`src/rtl/comp_bin_seq_if.sv`:
```
// Operand/result handshake bundle for comp_bin_seq: valid/ready on the operand side and on the result side.
interface comp_bin_seq_if #(
  parameter int N = 8
);
  logic         i_Valid;
  logic         o_Ready;
  logic [N-1:0] i_A;
  logic [N-1:0] i_B;
  logic [1:0]   i_Mode;
  logic         o_Valid;
  logic         i_Ready;
  logic         o_Mayor;
  logic         o_Igual;
  logic         o_Menor;

  modport master (
    output i_Valid, i_A, i_B, i_Mode, i_Ready,
    input  o_Ready, o_Valid, o_Mayor, o_Igual, o_Menor
  );

  modport slave (
    input  i_Valid, i_A, i_B, i_Mode, i_Ready,
    output o_Ready, o_Valid, o_Mayor, o_Igual, o_Menor
  );
endinterface

```
`src/rtl/comp_bin_seq.sv`:
```
// Digit-serial MSB-first magnitude comparator (unsigned / two's complement / sign-magnitude), W bits per clock.
// Define COMP_BIN_SEQ_EARLY_EXIT_EN to retire on the first differing digit instead of scanning all N/W digits.
module comp_bin_seq #(
  parameter int N = 8,
  parameter int W = 2
) (
  input logic          i_Clk,
  input logic          i_Rst,
  comp_bin_seq_if.slave bus
);
  localparam int DIGITS = N / W;
  localparam int CW     = (DIGITS > 1) ? $clog2(DIGITS) : 1;

  typedef enum logic [1:0] {IDLE, RUN, DONE} state_t;
  typedef enum logic [1:0] {DEC_NONE, DEC_GT, DEC_LT} dec_t;

  state_t        state_q, state_d;
  dec_t          dec_q, dec_d, dec_new;
  logic [CW-1:0] cnt_q, cnt_d;
  logic [N-1:0]  ka_q, ka_d, kb_q, kb_d;
  logic          mayor_q, mayor_d, igual_q, igual_d, menor_q, menor_d;
  logic [W-1:0]  dig_a, dig_b;
  logic          last_digit;

  // Every format is turned into a key whose unsigned order equals the numeric order.
  function automatic logic [N-1:0] map_key(input logic [N-1:0] v, input logic [1:0] m);
    logic [N-1:0] half, mag;
    half = {1'b1, {(N-1){1'b0}}};
    mag  = {1'b0, v[N-2:0]};
    case (m)
      2'b01:   map_key = {~v[N-1], v[N-2:0]};
      2'b10:   map_key = v[N-1] ? (half - mag) : (half + mag);
      default: map_key = v;
    endcase
  endfunction

  assign bus.o_Ready = (state_q == IDLE) && !i_Rst;
  assign bus.o_Valid = (state_q == DONE);
  assign bus.o_Mayor = mayor_q;
  assign bus.o_Igual = igual_q;
  assign bus.o_Menor = menor_q;

  always_comb begin
    dig_a   = ka_q[int'(cnt_q) * W +: W];
    dig_b   = kb_q[int'(cnt_q) * W +: W];
    dec_new = dec_q;
    if (dec_q == DEC_NONE) begin
      if (dig_a > dig_b)      dec_new = DEC_GT;
      else if (dig_a < dig_b) dec_new = DEC_LT;
    end
`ifdef COMP_BIN_SEQ_EARLY_EXIT_EN
    last_digit = (cnt_q == '0) || (dec_new != DEC_NONE);
`else
    last_digit = (cnt_q == '0);
`endif
  end

  always_comb begin
    state_d = state_q;
    dec_d   = dec_q;
    cnt_d   = cnt_q;
    ka_d    = ka_q;
    kb_d    = kb_q;
    mayor_d = mayor_q;
    igual_d = igual_q;
    menor_d = menor_q;
    case (state_q)
      IDLE: begin
        if (bus.i_Valid) begin
          state_d = RUN;
          ka_d    = map_key(bus.i_A, bus.i_Mode);
          kb_d    = map_key(bus.i_B, bus.i_Mode);
          dec_d   = DEC_NONE;
          cnt_d   = CW'(DIGITS - 1);
        end
      end
      RUN: begin
        dec_d = dec_new;
        if (cnt_q != '0) cnt_d = cnt_q - 1'b1;
        if (last_digit) begin
          state_d = DONE;
          mayor_d = (dec_new == DEC_GT);
          menor_d = (dec_new == DEC_LT);
          igual_d = (dec_new == DEC_NONE);
        end
      end
      DONE: begin
        if (bus.i_Ready) state_d = IDLE;
      end
      default: state_d = IDLE;
    endcase
  end

  // Control and result flags: reset aborts any in-flight comparison.
  always_ff @(posedge i_Clk) begin
    if (i_Rst) begin
      state_q <= IDLE;
      dec_q   <= DEC_NONE;
      cnt_q   <= '0;
      mayor_q <= 1'b0;
      igual_q <= 1'b0;
      menor_q <= 1'b0;
    end else begin
      state_q <= state_d;
      dec_q   <= dec_d;
      cnt_q   <= cnt_d;
      mayor_q <= mayor_d;
      igual_q <= igual_d;
      menor_q <= menor_d;
    end
  end

  // Key registers are pure data; they are always reloaded at acceptance.
  always_ff @(posedge i_Clk) begin
    ka_q <= ka_d;
    kb_q <= kb_d;
  end
endmodule

```
`src/flat_wrapper.sv`:
```
// flat-port wrapper written by rule: the top's interface ports become plain ports
module comp_bin_seq_flat 
#(
  parameter int N = 8,
  parameter int W = 2
)
  (i_Clk, i_Rst, bus_i_Valid, bus_i_A, bus_i_B, bus_i_Mode, bus_i_Ready, bus_o_Ready, bus_o_Valid, bus_o_Mayor, bus_o_Igual, bus_o_Menor);
  comp_bin_seq_if #(.N(N)) bus_i ();
  input logic i_Clk;
  input logic i_Rst;
  input wire logic [$bits(bus_i.i_Valid)-1:0] bus_i_Valid;
  input wire logic [$bits(bus_i.i_A)-1:0] bus_i_A;
  input wire logic [$bits(bus_i.i_B)-1:0] bus_i_B;
  input wire logic [$bits(bus_i.i_Mode)-1:0] bus_i_Mode;
  input wire logic [$bits(bus_i.i_Ready)-1:0] bus_i_Ready;
  output wire logic [$bits(bus_i.o_Ready)-1:0] bus_o_Ready;
  output wire logic [$bits(bus_i.o_Valid)-1:0] bus_o_Valid;
  output wire logic [$bits(bus_i.o_Mayor)-1:0] bus_o_Mayor;
  output wire logic [$bits(bus_i.o_Igual)-1:0] bus_o_Igual;
  output wire logic [$bits(bus_i.o_Menor)-1:0] bus_o_Menor;
  assign bus_i.i_Valid = bus_i_Valid;
  assign bus_i.i_A = bus_i_A;
  assign bus_i.i_B = bus_i_B;
  assign bus_i.i_Mode = bus_i_Mode;
  assign bus_i.i_Ready = bus_i_Ready;
  assign bus_o_Ready = bus_i.o_Ready;
  assign bus_o_Valid = bus_i.o_Valid;
  assign bus_o_Mayor = bus_i.o_Mayor;
  assign bus_o_Igual = bus_i.o_Igual;
  assign bus_o_Menor = bus_i.o_Menor;
  comp_bin_seq #(.N(N), .W(W)) u_core (.i_Clk(i_Clk), .i_Rst(i_Rst), .bus(bus_i));
endmodule
```
`config.mk`:
```
export PLATFORM = sky130hd
export DESIGN_NAME = comp_bin_seq_flat
export DESIGN_NICKNAME = d
export VERILOG_FILES = /design/src/rtl/comp_bin_seq_if.sv /design/src/rtl/comp_bin_seq.sv /design/src/flat_wrapper.sv
export SDC_FILE = /design/constraint.sdc
export NUM_CORES = 1
export LEC_CHECK = 0
export CAP_MARGIN = 20
export CORE_MARGIN = 4
export CORE_UTILIZATION = 47
export CTS_CLUSTER_SIZE = 10
export DETAILED_ROUTE_END_ITERATION = 7
export GPL_ROUTABILITY_DRIVEN = 0
export HOLD_SLACK_MARGIN = 0.03
export PLACE_DENSITY = 0.84
export SYNTH_ARGS = -nofsm -noshare
export SYNTH_HDL_FRONTEND = slang
export SYNTH_SLANG_ARGS = --single-unit
```
`constraint.sdc`:
```
create_clock -name i_Clk -period 2.19 [get_ports i_Clk]
set_clock_uncertainty 0.2 [all_clocks]
set_input_delay 0.219 -clock i_Clk [delete_from_list [all_inputs] [get_ports i_Clk]]
set_output_delay 0.219 -clock i_Clk [all_outputs]
set_load 0.03 [all_outputs]
```
==> results.txt, run 1 <==
The worst setup path is launched from a flip-flop. The number of CTS-inserted buffers came out at 3. The number of design rule violations left after detail routing is 0. Across the VDD grid, the largest voltage drop is 0.000235 V.

The number of synthesized flops with an enable pin is 16. The mapped cell area is 0.00157 mm2. The internal reg-to-reg setup slack came out at 20 ps.

TritonCTS built the clock tree. The vertical extent of the die came out at approximately 66 um. The final number of max-transition violations is 0. The die covers between 0.004 and 0.005 mm2.

Entering global routing, the biggest net connects 19 pins. Summing over every cut layer, the via total after detailed routing is approximately 1400. The core area is 0.00313 mm2. In the synthesized netlist the dominant register cell turns out to be edfxtp_1.

The total nets after synthesis came out at 194. The maximum fanout along the worst path came out at 5. The horizontal extent of the die came out at about 66 um.

The number of antenna cells inserted is 0. Traced cell by cell, the critical path runs through mux4_2 > ha_4 > nand2b_4 > a31o_4 > o41ai_4. The final critical path time including I/O delays and setup is 2170 ps. Clock tree synthesis selected as its root buffer the cell clkbuf_4. Counting along the longest clock path gives a buffer depth of 2.

The part of the Yosys area used for sequential elements is 42.1%. Setup repair after global routing could not meet its margin everywhere. The placed standard-cell area came out at 0.00194 mm2.

The boundary pin count is 27. The area share of the largest cell type after synthesis came out at 30.6%. The sum of negative setup slack came out at 0 ps.

In this run the worst hold path is classified as reg -> reg. The sink count of the clock tree came out at 25. In this run the critical register-to-register path is captured at u_core.bus.o_Mayor. The standby leakage power came out at 0.791 nW. The fraction of power consumed by the clock network is 15.7%. The residual antenna-violating net count after detailed routing came out at 0. Port buffering added 26 buffers. The power density over cell area came out at 621 mW/mm2. The number of hold-slack violations in the final timing report came to 0. The net count of the finished layout is 229. The switching share of total power came out at 32.2%. In this run, flip-flops and latches consume between 40% and 50% of the power.

Yosys printed 0 warnings. For the worst-skew pair, the clock arrives at the later sink with an insertion delay of 310 ps. Power comes to 0.00127 W. The DRC violation total after the first TritonRoute iteration came out at 64. The post-route core utilization is between 60 and 70%. Per report_power, the combinational group accounts for 37.3% of the total. The ratio of final minimum period to clock period is between 90% and 100%. The number of buffers inserted by hold repair at cts came out at 0. The library cell contributing the largest single delay on the critical path is mux4_2.

The filler cell count in the final layout came out at about 280. The flow ran to the end, and the final reports show no timing, DRC or antenna violations. The achievable frequency came out at 462 MHz.

The effective utilization at floorplan came out at 50.1%. The depth of the worst hold-timing path came out at 2. The worst slack after detailed placement is -228 ps.

The number of global-route vias before repair is 1493. The register bit total from synthesis is 25. CTS built an H-tree with a depth of 1. The relative slew slack is 68.3%. The average instance in the mapped netlist occupies approximately 9.5 um2.

For this run the aggregate overflow at the end of global routing stands at 0. The global-route wire length before repair came out at between 6 and 7 mm. The slew of the pin with the lowest slew margin came out at ~470 ps. After technology mapping, the gate count stands at 165. The initial antenna violation count came out at 0. The biggest cell delay along the critical path came out at between 500 and 600 ps. Setup slack on the critical path of the routed design comes to 24.6 ps. Counting cells, the worst reg-to-reg path comes to 5. The worst setup path category is reg -> reg.

The share of synthesized flip-flops with an asynchronous set or reset is 0%. The type of destination of the critical path is a flip-flop. The HPWL reported at the end of detailed placement came out at ~2.8 mm. The worst hold path terminates at u_core.bus.o_Menor.

STA puts the critical path data required time at 2220 ps. The floorplan has 20 rows. The average detailed-routed wire length per instance came out at 14.8 um. Max-cap violations in this run came to 0. The area of all placed cells without fillers came out at between 0.002 and 0.0025 mm2. The proportion of layout cells with a drive suffix above 1 came out at 20.1%. The final wirelength came out at ~3.6 mm. The net switching power figure came out at 0.000410 W. The arrival time of the worst setup path is 2190 ps. The startpoint of the most critical hold path is u_core.bus.o_Menor.

The ratio of routed vias to standard cells is 5.85. The global router's overall resource usage came out at a little under a fifth. Synthesis instantiated 40 different standard cells from the library. From synthesis to final layout, the design area changed by 30.6%. The total iterations of the first detailed-routing run came out at 4. In this run the critical register-to-register path is launched from u_core.cnt_q[0]. The cell-internal power came out at 0.000863 W. The top cell type by total area after synthesis is edfxtp_1.

The clock-pin slew on the worst setup and hold paths is around 130 ps. Sorting the synthesized cells by area gives the leading types as edfxtp_1 (31%), dfxtp_1 (11%), mux4_2 (5.7%). The setup violation total in the final timing report came out at 0.
sequential cells by signal, summed over array words and instances (netlist names):
register            cells
u_core.bus.o_Igual      1
u_core.bus.o_Mayor      1
u_core.bus.o_Menor      1
u_core.cnt_q            2
u_core.dec_q            2
u_core.ka_q             8
u_core.kb_q             8
u_core.state_q          2
synth_stat cells, drive strengths merged, types with 3 or more instances:
cell type,count
nand2b,4
nor2b,3
nand3,7
o311ai,5
inv,17
or3,3
clkbuf,4
nand2,16
nor2,13
buf,4
or4,3
dfxtp,9
ha,7
o21ai,11
mux4,4
edfxtp,16
a21oi,5
a22o,6
nor3,3
stage by stage:
stage                     hold WS (ps)  instances
after detailed placement           260        239
after CTS                          279        243
after floorplan                    201        165
final                              290        243
after global routing               325        243
after global placement             244        239
worst max-delay path by stage:
stage / from / to / slack, ps / depth (start not counted)
final: u_core.cnt_q[0] / u_core.bus.o_Mayor / 20 / 5
after global routing: u_core.cnt_q[0] / u_core.bus.o_Menor / -30 / 8
after CTS: u_core.cnt_q[0] / u_core.bus.o_Mayor / 9 / 6
after detailed placement: u_core.cnt_q[0] / u_core.bus.o_Mayor / -230 / 6
after global placement: u_core.cnt_q[0] / u_core.bus.o_Mayor / -40 / 6
after floorplan: u_core.cnt_q[0] / u_core.bus.o_Mayor / 30 / 7
area by class of cell:
cell class	count	area, um2	share of cell area, %
clock inverters	1	5.00	0.244
well taps	44	55.1	2.69
repair buffers	38	354	17.3
flip-flops and latches	25	664	32.4
clock buffers	3	22.5	1.10
inverters	17	63.8	3.12
multi-input cells	115	883	43.1
cells in the final DEF, fill, tap and decap left out, types with 3 or more instances in the layout:
| cell type | count |
|---|---|
| o311ai_0 | 5 |
| clkbuf_4 | 3 |
| clkdlybuf4s50_1 | 26 |
| mux4_2 | 4 |
| dfxtp_1 | 8 |
| nor2b_1 | 3 |
| nand2b_1 | 3 |
| nor2_1 | 13 |
| a22o_1 | 6 |
| a21oi_2 | 3 |
| nand2_1 | 16 |
| ha_1 | 6 |
| o21ai_0 | 9 |
| inv_1 | 16 |
| edfxtp_1 | 16 |
| buf_4 | 11 |
| nand3_1 | 7 |
power groups by stage:
stage	Sequential (W)	Clock (W)	Combinational [W]
floorplan	0.000597	0	0.000252
global placement	0.000602	0	0.000368
detailed placement	0.000606	0	0.000393
CTS	0.000596	0.000209	0.000422
global route	0.000604	0.000221	0.000519
finish	0.000598	0.000200	0.000475
kinds of logic (layout without fill, tap and decap cells):
kind of cell | after synthesis | count (layout) | synth area share (%)
AO/OA/AOI/OAI | 41 | 41 | 18.9
adder cells (fa/ha/maj) | 7 | 7 | 5.59
buffers and inverters | 25 | 59 | 6.22
flip-flops | 25 | 25 | 42.1
multiplexers | 7 | 7 | 7.82
AND/OR/NAND/NOR | 60 | 60 | 19.3
metal layers:
layer / vias to the layer above / part of all wire, % / track usage, % / routed length (um)
li1: 682 / - / - / -
met3: 10 / 5.4 / 3.08 / 196
met5: - / 0 / 0 / 0
met2: 57 / 55 / 34.7 / 1980
met4: 0 / 2.8 / 11.9 / 100
met1: 673 / 37 / 18.0 / 1330
repair_timing:
item / in CTS / in global routing
pin swaps: 1 / 4
setup buffers: 0 / 0
resized for setup: 6 / 8
setup endpoints to repair: 4 / 3
worst max-delay path, delay by kind of cell (launching register included):
kind | cells | cell delay, ps
muxes | 1 | 550
DFF | 1 | 410
and+or+nand+nor | 1 | 60
AOI/OAI and AO/OA | 2 | 560
adders and majority gates | 1 | 310
Note: power is estimated with default switching activity, not from simulation.
==> run 2, diff against run 1 <==
==> constraint.sdc (replaced) <==
create_clock -name i_Clk -period 2.19 [get_ports i_Clk]
set_clock_uncertainty 0.2 [all_clocks]
set_input_delay 0.219 -clock i_Clk [delete_from_list [all_inputs] [get_ports i_Clk]]
set_output_delay 0.219 -clock i_Clk [all_outputs]
set_load 0.05 [all_outputs]
==> results.txt, run 2 (synthesis results as in run 1) <==
The total iterations of the first detailed-routing run came out at 5 (+1). The final wirelength is 3.56 mm (-1.3%). The HPWL reported at the end of detailed placement was 2.72 mm (-2.7%). The power density over cell area is 629 mW/mm2 (+1.2%). The number of hold-slack violations in the final timing report came out at 0 (unchanged). The required time of the worst setup path came out at 2250 ps (+30 ps). The number of setup buffers added after CTS came out at 0 (unchanged). The relative slew slack came to 67.0% (-1.4 points). The global router's overall resource usage came out at 17.0% (-1.4 points). The count of max-cap constraint violations is 0 (unchanged).

The clock insertion delay at the later pin of the skew report was 320 ps (about the same). The standby leakage power is 0.777 nW (-1.7%). The area of all placed cells without fillers is 0.00204 mm2 (-0.24%). The sequential power share came out at 46.4% (-0.6 points). The worst setup path category is reg -> reg.

In this run the worst hold path is classified as reg -> reg. The vertical extent of the die is 65.8 um (unchanged). The final number of max-transition violations came out at 0 (unchanged).

The net switching power figure is 0.000421 W (+2.7%). The global-route wire length before repair is 5.89 mm (-5.7%). The worst hold path begins at u_core.bus.o_Menor.

The overflow left after global routing is 0 (unchanged). The number of buffers inserted by hold repair at cts is 0 (unchanged). The sum of negative setup slack is 0 ps (unchanged).

The worst setup path startpoint is u_core.cnt_q[0]. The largest registers in the layout are u_core.ka_q: 8 flops, u_core.kb_q: 8 flops. The arrival time of the worst setup path is 2200 ps (about the same). The worst hold margin came out at 290 ps (+0.638 ps).

The boundary pin count came to 27 (unchanged). The core area is 0.00313 mm2 (unchanged). Setup repair after global routing could not meet its margin everywhere. The number of design rule violations left after detail routing came to 0 (unchanged). The origin of the critical flop-to-flop path is u_core.cnt_q[0]. The placement row count came out at 20 (unchanged). The fraction of power consumed by the clock network came out at 15.8% (about the same). In the layout the commonest cells are clkdlybuf4s50_1 (24), inv_1 (16), nand2_1 (16), edfxtp_1 (16), nor2_1 (13). The residual antenna-violating net count after detailed routing is 0 (unchanged). The horizontal extent of the die is 65.8 um (unchanged). The worst voltage drop across the vdd grid is 0.000238 V (+1.3%).

The effective utilization at floorplan is 50.1% (unchanged). The switching share of total power came out at 32.8% (+0.57 points). The post-layout net count is 228 (-0.44%). The slew of the pin with the lowest slew margin is 494 ps (+25.3 ps).

The clock tree from TritonCTS is built. The final critical path time including I/O delays and setup is 2140 ps (-26.4 ps). The ratio of routed vias to standard cells was 5.74 (-1.9%). The clock-pin slew on the worst setup and hold paths came out at 130 ps (about the same). The number of CTS-inserted buffers is 3 (unchanged). The number of global-route vias before repair came out at 1430 (-4.2%). The ratio of final minimum period to clock period came to 97.7% (-1.2 points). The power share of the combinational group came out at 37.9% (+0.6 points). The filler cell count in the final layout is 268 (-3.6%). The maximum fanout along the worst path came out at 5 (unchanged).

The maximum number of pins on one net before global-route repair came out at 19 (unchanged). Walking the worst path, the cells encountered are buf_6 > mux4_2 > inv_2 > ha_4 > nand2b_4 > a21oi_4 > or3_1 > a21oi_2. The number of buffers added on ports came to 26 (unchanged). The sink count of the clock tree is 25 (unchanged). The DRC violation total after the first TritonRoute iteration is 80 (+25%).

The biggest cell delay along the critical path was 500 ps (-50 ps). The number of buffers on the longest clock path is 2 (unchanged). The setup violation total in the final timing report is 0 (unchanged). For this design, the slowest cell found on the critical path is mux4_2.

STA classifies the critical path startpoint as a flip-flop. The initial antenna violation count came out at 0 (unchanged). The buffer and inverter count on the worst path was 2 (+2). The cell-internal power came out at 0.000864 W (about the same). The flow ran to the end, and the final reports show no timing, DRC or antenna violations. The family with the most delay on the worst path is simple AND/OR/NAND/NOR gates. STA classifies the critical path endpoint as a flip-flop. The achievable frequency came to 468 MHz (+1.2%). The post-route core utilization came out at 65.3% (-0.16 points). The H-tree depth reported by CTS is 1 (unchanged).

The proportion of layout cells with a drive suffix above 1 came out at 20.7% (+0.61 points). The average detailed-routed wire length per instance came to 14.7 um (-0.87%). Leaving out fill and tap cells, the most frequent cell in the layout is clkdlybuf4s50_1. The placed standard-cell area is 0.00194 mm2 (unchanged). The sum of internal, switching and leakage power came out at 0.00128 W (+0.93%). The number of antenna cells inserted is 0 (unchanged). The die area is 0.00432 mm2 (unchanged). Clock tree synthesis selected as its root buffer the cell clkbuf_4.

The area overhead of the layout relative to synthesis came out at 30.3%. The via count of the routed design is 1389 (-2.3%).
run 2: path summary, 6_finish.rpt:
| path | to | slack (ps) | cells past startpoint |
|---|---|---|---|
| setup / recovery | u_core.bus.o_Menor | 50 | 8 |
| hold / removal | u_core.bus.o_Menor | 290 | 2 |
| setup reg to reg | u_core.bus.o_Menor | 50 | 8 |
| hold reg to reg | u_core.bus.o_Menor | 290 | 2 |
run 2: power groups by stage:
stage          Combinational (W)  Clock [W]  Sequential (W)
2_1_floorplan           0.000257          0        0.000605
3_3_place_gp            0.000384          0        0.000602
3_5_place_dp            0.000409          0        0.000605
4_1_cts                 0.000410   0.000209        0.000594
5_1_grt                 0.000533   0.000226        0.000604
6_report                0.000486   0.000202        0.000596
run 2: routing by layer:
metal,vias to the layer above,part of all wire [%],GRT usage [%]
li1,677,-,-
met1,640,39,18.4
met2,54,52,31.7
met3,18,5.2,2.74
met4,0,3.2,7.77
met5,-,0,0
run 2: repair_timing:
action | 4_1_cts | 5_1_grt
resized for setup | 2 | 12
cloned | 0 | 0
endpoints found under the hold margin | 0 | 0
setup endpoints to repair | 4 | 4
pin swaps | 1 | 5
run 2: area by class of cell:
class	count	area, um2	area share, %
multi-input combinational	115	878	43.0
sequential	25	664	32.5
timing repair buffer	37	354	17.3
inverter	17	63.8	3.12
tap	44	55.1	2.69
clock buffer	3	22.5	1.10
clock inverter	1	5.00	0.245
run 2: through the flow:
step	worst slack [ps]	std cells
3_5_place_dp	-130	238
2_1_floorplan	33.9	165
5_1_grt	-25.9	242
3_3_place_gp	-37.0	238
6_report	51.0	242
4_1_cts	10.7	242
run 2: worst min-delay path, delay by kind of cell, from the launching register on:
family | cells | cell delay (ps)
and+or+nand+nor | 1 | 70
DFF | 1 | 340
AOI/OAI and AO/OA | 1 | 50
